### src/rtl/wb_interconnect_1xn.sv
// Single-master, N-slave classic Wishbone interconnect: upper address bits pick a slave,
// one cycle in flight, terminated by ack, or by err on an unmapped address or slave timeout.
module wb_interconnect_1xn #(
  parameter int NUM_SLAVES     = 4,
  parameter int ADDR_WIDTH     = 32,
  parameter int DATA_WIDTH     = 64,
  parameter int SEL_WIDTH      = 4,
  parameter int TIMEOUT_CYCLES = 255
) (
  input  logic                             clk_i,
  input  logic                             rst_i,
  input  logic [ADDR_WIDTH-1:0]            m_addr_i,
  input  logic                             m_we_i,
  input  logic [DATA_WIDTH-1:0]            m_data_i,
  input  logic                             m_cyc_i,
  input  logic                             m_stb_i,
  output logic [DATA_WIDTH-1:0]            m_data_o,
  output logic                             m_ack_o,
  output logic                             m_err_o,
  output logic [ADDR_WIDTH-1:0]            s_addr_o,
  output logic                             s_we_o,
  output logic [DATA_WIDTH-1:0]            s_data_o,
  output logic [NUM_SLAVES-1:0]            s_cyc_o,
  output logic [NUM_SLAVES-1:0]            s_stb_o,
  input  logic [NUM_SLAVES*DATA_WIDTH-1:0] s_data_i,
  input  logic [NUM_SLAVES-1:0]            s_ack_i,
  output logic [15:0]                      err_count_o,
  output logic [1:0]                       state_o
);

  // Handshake: a request is accepted in IDLE when m_cyc_i & m_stb_i; the selected slave
  // sees cyc/stb until it acks (or timeout/abort); the master sees exactly one
  // single-cycle ack or err per accepted request, and must drop m_stb_i before the next.
  typedef enum logic [1:0] {
    IDLE    = 2'd0,
    ACTIVE  = 2'd1,
    RESP    = 2'd2,
    RELEASE = 2'd3
  } state_t;

  localparam int CNT_W = (TIMEOUT_CYCLES > 1) ? $clog2(TIMEOUT_CYCLES) : 1;

  state_t                 state;
  logic [CNT_W-1:0]       cnt;
  logic [SEL_WIDTH-1:0]   req_sel;
  logic [SEL_WIDTH-1:0]   sel_q;
  logic                   slave_ack;
  logic [DATA_WIDTH-1:0]  slave_rdata;

  assign req_sel = m_addr_i[ADDR_WIDTH-1 -: SEL_WIDTH];
  assign state_o = state;

  // s_cyc_o is one-hot on the selected slave, so masking drops acks from any other slave.
  assign slave_ack = |(s_ack_i & s_cyc_o);

  always_comb begin
    slave_rdata = '0;
    for (int k = 0; k < NUM_SLAVES; k++) begin
      if (sel_q == SEL_WIDTH'(k)) slave_rdata = s_data_i[k*DATA_WIDTH +: DATA_WIDTH];
    end
  end

  always_ff @(posedge clk_i) begin
    if (rst_i) begin
      state       <= IDLE;
      cnt         <= '0;
      sel_q       <= '0;
      m_data_o    <= '0;
      m_ack_o     <= 1'b0;
      m_err_o     <= 1'b0;
      s_addr_o    <= '0;
      s_we_o      <= 1'b0;
      s_data_o    <= '0;
      s_cyc_o     <= '0;
      s_stb_o     <= '0;
      err_count_o <= '0;
    end else begin
      case (state)
        IDLE: begin
          if (m_cyc_i && m_stb_i) begin
            s_addr_o <= m_addr_i;
            s_we_o   <= m_we_i;
            s_data_o <= m_data_i;
            sel_q    <= req_sel;
            cnt      <= '0;
            if (int'(req_sel) < NUM_SLAVES) begin
              s_cyc_o <= NUM_SLAVES'(1) << req_sel;
              s_stb_o <= NUM_SLAVES'(1) << req_sel;
              state   <= ACTIVE;
            end else begin
              m_err_o     <= 1'b1;
              m_data_o    <= '0;
              err_count_o <= (err_count_o == 16'hFFFF) ? err_count_o : err_count_o + 16'd1;
              state       <= RESP;
            end
          end
        end
        ACTIVE: begin
          // Ack outranks both the timeout and a same-cycle master abort.
          if (slave_ack) begin
            m_data_o <= slave_rdata;
            m_ack_o  <= 1'b1;
            s_cyc_o  <= '0;
            s_stb_o  <= '0;
            state    <= RESP;
          end else if (cnt == CNT_W'(TIMEOUT_CYCLES - 1)) begin
            m_data_o    <= '0;
            m_err_o     <= 1'b1;
            s_cyc_o     <= '0;
            s_stb_o     <= '0;
            err_count_o <= (err_count_o == 16'hFFFF) ? err_count_o : err_count_o + 16'd1;
            state       <= RESP;
          end else if (!m_cyc_i) begin
            s_cyc_o <= '0;
            s_stb_o <= '0;
            state   <= IDLE;
          end else begin
            cnt <= cnt + CNT_W'(1);
          end
        end
        RESP: begin
          m_ack_o <= 1'b0;
          m_err_o <= 1'b0;
          state   <= RELEASE;
        end
        RELEASE: begin
          if (!m_stb_i) state <= IDLE;
        end
        default: state <= IDLE;
      endcase
    end
  end

endmodule
### config.mk
export PLATFORM = sky130hd
export DESIGN_NAME = wb_interconnect_1xn
export DESIGN_NICKNAME = d
export VERILOG_FILES = /design/src/rtl/wb_interconnect_1xn.sv
export SDC_FILE = /design/constraint.sdc
export NUM_CORES = 1
export LEC_CHECK = 0
export BUFFER_PORTS_ARGS = -buffer_cell sky130_fd_sc_hd__buf_2
export CAP_MARGIN = 25
export CORE_AREA = 4 4 212 214
export CTS_BUF_LIST = sky130_fd_sc_hd__clkbuf_4 sky130_fd_sc_hd__clkbuf_8 sky130_fd_sc_hd__clkbuf_16
export DETAILED_ROUTE_END_ITERATION = 6
export DIE_AREA = 0 0 216 218
export GPL_TIMING_DRIVEN = 0
export HOLD_SLACK_MARGIN = 0.1
export SETUP_SLACK_MARGIN = 0.4
export SLEW_MARGIN = 10
export SYNTH_ARGS = -nofsm -noshare
export SYNTH_HDL_FRONTEND = slang
export SYNTH_SLANG_ARGS = --single-unit
### constraint.sdc
create_clock -name clk_i -period 5.9 [get_ports clk_i]
set_input_delay 0.59 -clock clk_i [delete_from_list [all_inputs] [get_ports clk_i]]
set_output_delay 0.59 -clock clk_i [all_outputs]
set_load 0.01 [all_outputs]
==> results of run 1 <==
[routing by layer]
| layer | track usage, % | vias up |
|---|---|---|
| met5 | 0 | - |
| met3 | 6.51 | 73 |
| li1 | - | 4702 |
| met1 | 19.5 | 4558 |
| met4 | 8.73 | 4 |
| met2 | 29.1 | 487 |
[power by group through the flow]
stage | Combinational [mW] | Sequential, mW | Clock, mW
final | 0.511 | 1.37 | 1.16
after floorplan | 0.234 | 1.41 | 0
after global routing | 0.557 | 1.37 | 1.25
after CTS | 0.513 | 1.37 | 1.21
after global placement | 0.505 | 1.39 | 0
after detailed placement | 0.512 | 1.40 | 0
[cell families (layout without fill, tap and decap cells)]
logic type	after synthesis	after routing	share of synthesized area, %
AO/OA/AOI/OAI	274	274	20.4
flip-flops	193	193	43.6
other	0	11	0
XOR/XNOR	7	7	0.692
multiplexers	133	133	16.9
adder cells (fa/ha/maj)	3	3	0.424
AND/OR/NAND/NOR	282	282	13.7
buffers and inverters	92	672	4.22
[through the flow]
step                instances  worst slack, ns
floorplan                 984             3.90
global placement         2118             2.75
detailed placement       2119             3.09
CTS                      2149             3.24
global route             2157             3.17
finish                   2160             3.27
[worst max path at each step]
| stage | depth (start not counted) | endpoint |
|---|---|---|
| 2_1_floorplan | 5 | cnt[5] |
| 3_3_place_gp | 6 | m_data_o[35] |
| 6_report | 5 | m_data_o[40] |
| 5_1_grt | 5 | m_data_o[40] |
| 4_1_cts | 5 | m_data_o[40] |
| 3_5_place_dp | 5 | s_data_o[3] |
[cell usage in the layout, fill, tap and decap left out, types with 3 or more instances in the layout]
cell       instances
nor2_1            27
buf_4              5
clkbuf_1          63
buf_1             10
ha_1               3
inv_1              9
o21ai_0            6
a211oi_1           4
dfxtp_1          193
o22ai_1           64
diode_2           11
xnor2_1            7
clkbuf_16         17
nand4_1            6
nand2_1          205
nor2b_1            7
a31o_2             3
or4_1              4
clkinv_4           3
o2bb2ai_1         63
or3_1              5
mux2_2           133
nor3_1             4
a21oi_1          110
nand3_1            9
clkbuf_8           4
nand2b_1           3
buf_2            554
[registers in the layout, summed over array words and instances (netlist names)]
register     cells
cnt              8
m_err_o          1
m_data_o        64
m_ack_o          1
s_data_o        64
s_we_o           1
s_addr_o        32
s_stb_o          4
state_o          2
err_count_o     16
[critical path, cell delays in order, from the launching register on]
cell       delay (ns)
dfxtp_1          0.41
clkbuf_1         0.60
clkbuf_1         0.78
mux2_2           0.42
o22ai_1          0.18
o2bb2ai_1        0.10
[final cells by class]
type | instances | area, um^2
fill | 4652 | 29900
multi-input combinational | 699 | 4620
sequential | 193 | 3860
timing repair buffer | 550 | 2760
tap | 585 | 732
clock buffer | 23 | 495
buffer | 83 | 340
clock inverter | 7 | 77.6
inverter | 9 | 33.8
antenna | 11 | 27.5
==> reports/results.tsv, run 1 <==
metric	value	unit
outcome	complete, no violations	
clk_lat worst skew	0.48	ns
Hold Path Cell Cnt	3	
initial core utilization	20.7	%
post_cts resized	0	
Setup Buffers After CTS	0	
HP Class	in2reg	
top layer in use	met5	
synth unique cells	52	
Final Skew	0.0111	ns
Die Height	218	um
clk slew on worst S/H paths	0.07	ns
Post-CTS Hold Fix Bufs	0	
IO Count	550	
drt pass-1 iters	5	
most common cell in the netlist	nand2_1	
RSZ-0062 raised after global routing	no	
Congestion Overflow GR	0	
VDD IR-drop max	0.190	mV
Worst Hold Path EP	s_data_o[52]	
reg2reg end	m_data_o[40]	
share of cells above drive strength 1	47.1	%
hold_sp	m_data_i[52]	
Detailed Route Iter0 Violations	574	
Syn Std Cell Area	0.00886	mm^2
Tmin final	2.63	ns
YS warnings	0	
Total GRT Usage	17.4	%
die area	0.0471	mm^2
critical path class	reg2reg	
placed instance area	0.0123	mm^2
final wirelength	43200	um
Layout Cell Area excl Fill	0.0129	mm^2
core footprint	0.0429	mm^2
Syn Area/Cell	9.00	um^2
clk buf depth	2	
fraction of registers with async set/reset	0	%
LEAKAGE	5.69	nW
wire length on met2	21000	um
Gate power share	16.8	%
sw frac	27.3	%
root buf cell	clkbuf_16	
Crit path required time	6.25	ns
max_cap viols	0	
register area share after synthesis	43.6	%
Worst Tran Pin Value	0.950	ns
peak fanout along the critical path	10	
FF-to-FF path depth	5	
DRC Markers	0	
Vias/cell	4.55	
vias in the first global route	9605	
Reg2Reg Setup Slack	3.27	ns
row cnt	76	
Synth Net Count	1348	
CTS tree	yes	
Final Cycle Share	44.6	%
number of buffers created by CTS	17	
P_int	2.21	mW
routed length on met1	16900	um
Synth Flop Type	dfxtp_1	
Startpoint Class	flip-flop	
Area growth, synth to finish	46.2	%
PwrDens	235	mW/mm^2
Yosys top cell by area	dfxtp_1	
total power	3.04	mW
CP endpoint kind	flip-flop	
maximum clock rate	380	MHz
Clock Power Share	38.3	%
WHS	0.341	ns
via count	9824	
slew margin rel.	36.7	%
hpwl dp	36200	um
die width	216	um
H-tree depth	4	
initial antenna violation count	23	
first-pass GRT wire length	60900	um
Gate Count Post-Synth	984	
clk sink count	193	
Fin. Hold Viols	0	
wire per inst	20.0	um
Setup Viol. Count Final	0	
CP Data Arrival Time	2.98	ns
TNS Setup	0	ns
reg2reg start	s_addr_o[28]	
Final Slew Violations	0	
Post-DRT Antenna Nets	0	
pin count of the biggest net entering global routing	17	
Post-synth EDFFs	0	
CP Launch Point	s_addr_o[28]	
Yosys reg bits	193	
fin nets	1917	
buffers added on ports	549	
Seq pwr share	44.9	%
Yosys top cell area share	43.6	%
utilization after layout	30.2	%
Area contributors post-synth	dfxtp_1 (44%), mux2_2 (17%), nand2_1 (8.7%), o2bb2ai_1 (6.2%), a21oi_1 (6.2%)	
top post-synthesis cells by count	nand2_1 (205), dfxtp_1 (193), mux2_2 (133), a21oi_1 (110), o22ai_1 (64)	
GPL Wtd Cong	0.953	
switching power of the nets	0.832	mW
met3 routed WL	3930	um
(Power assumes the default switching activity.)
==> run 2: changes to the inputs <==
CORE_AREA = 4 4 214 216   (was 4 4 212 214)
DIE_AREA = 0 0 218 220   (was 0 0 216 218)
clock period = 2.15 ns   (was 5.9 ns; I/O delays follow)
==> run 2 against run 1 <==
First-iteration DRC count rose by 5.7%. Worst hold slack got worse by 0.18 ns. Global-route usage rose by 1.0 points. Utilization rose by 4.7 points. Worst setup slack got worse by 3.0 ns. Sequential power rose to 2.7 times the previous value. Via count rose by 9.0%. Clock-buffer cell count fell by 6. Critical endpoint is now cnt[3]. Largest cell class unchanged.
==> reports/results.tsv, run 2 (synthesized netlist as in run 1, its figures left out) <==
metric	value	unit
outcome	complete, no violations	
Final Cycle Share	87.2	%
clk slew on worst S/H paths	0.08	ns
row cnt	77	
root buf cell	clkbuf_16	
P_int	6.19	mW
switching power of the nets	2.55	mW
CP delay by family, top	compound AO/OA/AOI/OAI gates	
buffers added on ports	549	
HP Class	in2reg	
final wirelength	48300	um
Area growth, synth to finish	73.0	%
maximum clock rate	533	MHz
share of cells above drive strength 1	54.2	%
max_cap viols	0	
largest registers	m_data_o: 64 flops, s_data_o: 64 flops, s_addr_o: 32 flops	
Congestion Overflow GR	0	
max incr delay on CP	0.49	ns
PwrDens	570	mW/mm^2
slowest stage cell, crit path	a31oi_1	
cell mode on critical path	buf_4	
Seq pwr share	42.9	%
smallest setup slack after layout	0.274	ns
CP endpoint kind	flip-flop	
die area	0.0480	mm^2
vias in the first global route	10600	
Worst Tran Pin Value	0.645	ns
Vias/cell	4.62	
Final Skew	0.0150	ns
first-pass GRT wire length	65300	um
via count	10700	
H-tree depth	4	
Crit path required time	2.52	ns
Fin. Hold Viols	0	
core footprint	0.0439	mm^2
hpwl dp	37300	um
slew margin rel.	57.0	%
Post-DRT Antenna Nets	0	
drt pass-1 iters	5	
VDD IR-drop max	0.618	mV
RSZ-0062 raised after global routing	yes	
LEAKAGE	6.76	nW
Setup Viol. Count Final	0	
initial antenna violation count	26	
wire per inst	20.8	um
IO Count	550	
pin count of the biggest net entering global routing	18	
Die Height	220	um
number of buffers created by CTS	17	
sw frac	29.2	%
peak fanout along the critical path	5	
Gate power share	20.7	%
GPL Wtd Cong	0.987	
pre-CTS setup slack	-0.368	ns
clk buf depth	2	
clk_lat worst skew	0.49	ns
Detailed Route Iter0 Violations	607	
Filler cells	4540	
CTS tree	yes	
WHS	0.157	ns
fin nets	2069	
critical path cell sequence	a22oi_2 -> buf_6 -> buf_4 -> a31oi_1 -> a211oi_2 -> buf_4 -> xnor2_1 -> nor2_1	
Total GRT Usage	18.4	%
critical path class	reg2reg	
CP Buf/Inv Count	3	
Final Slew Violations	0	
Clock Power Share	36.4	%
DRC Markers	0	
commonest non-fill, non-tap cells in the layout	buf_2 (552), nand2_1 (204), dfxtp_1 (169)	
die width	218	um
Startpoint Class	flip-flop	
commonest non-fill, non-tap cell in the layout	buf_2	
clk sink count	193	
initial core utilization	20.2	%
CP Data Arrival Time	2.24	ns
Tmin final	1.88	ns
[run 2: area by class of cell]
type / instances / area (um^2) / area share (%)
multi-input combinational: 699 / 5160 / 33.7
timing repair buffer: 702 / 4330 / 28.3
sequential: 193 / 3920 / 25.6
tap: 592 / 741 / 4.83
buffer: 83 / 556 / 3.63
clock buffer: 17 / 425 / 2.78
clock inverter: 15 / 134 / 0.874
inverter: 9 / 33.8 / 0.220
antenna: 8 / 20.0 / 0.131
[run 2: path summary, 6_finish.rpt]
path | cells after the start | end | slack, ns | from
max | 8 | cnt[3] | 0.27 | s_stb_o[2]
min | 4 | m_data_o[45] | 0.16 | s_data_i[237]
max reg2reg | 8 | cnt[3] | 0.27 | s_stb_o[2]
min reg2reg | 2 | s_data_o[24] | 0.45 | s_data_o[24]
[run 2: layer usage]
metal | vias to the layer above | routed length [um] | GRT usage, %
met2 | 586 | 23200 | 31.0
met5 | - | 55 | 0
met4 | 8 | 2390 | 9.84
met1 | 5003 | 17900 | 20.2
met3 | 116 | 4700 | 6.96
li1 | 4996 | - | -
[run 2: repair_timing]
item	CTS	global route
hold buffers	114	0
resized for setup	94	136
hold endpoints to repair	111	0
cloned	1	7
endpoints found under the setup margin	193	168
pin swaps	17	19
buffers inserted	16	14
[run 2: power by group through the flow]
stage	Combinational, mW	Clock [mW]	Sequential, mW
2_1_floorplan	0.649	0	3.87
3_3_place_gp	1.40	0	3.83
3_5_place_dp	1.42	0	3.83
4_1_cts	1.65	3.32	3.75
5_1_grt	1.94	3.41	3.76
6_report	1.81	3.18	3.75
[run 2: through the flow]
stage	instances	setup TNS (ns)	area, um^2	total power, mW	utilization, %
2_1_floorplan	984	0	8980	4.52	-
3_3_place_gp	2125	-55.79	12500	5.23	28.4
3_5_place_dp	2126	-32.09	12500	5.25	28.4
4_1_cts	2289	0	14500	8.71	33.0
5_1_grt	2314	0	15300	9.11	34.9
6_report	2318	0	15300	8.73	34.9
[run 2: tightest hold or removal path, stage by stage]
cell	delay (ns)
buf_2	0.08
mux2_2	0.13
o22ai_1	0.07
o2bb2ai_1	0.12
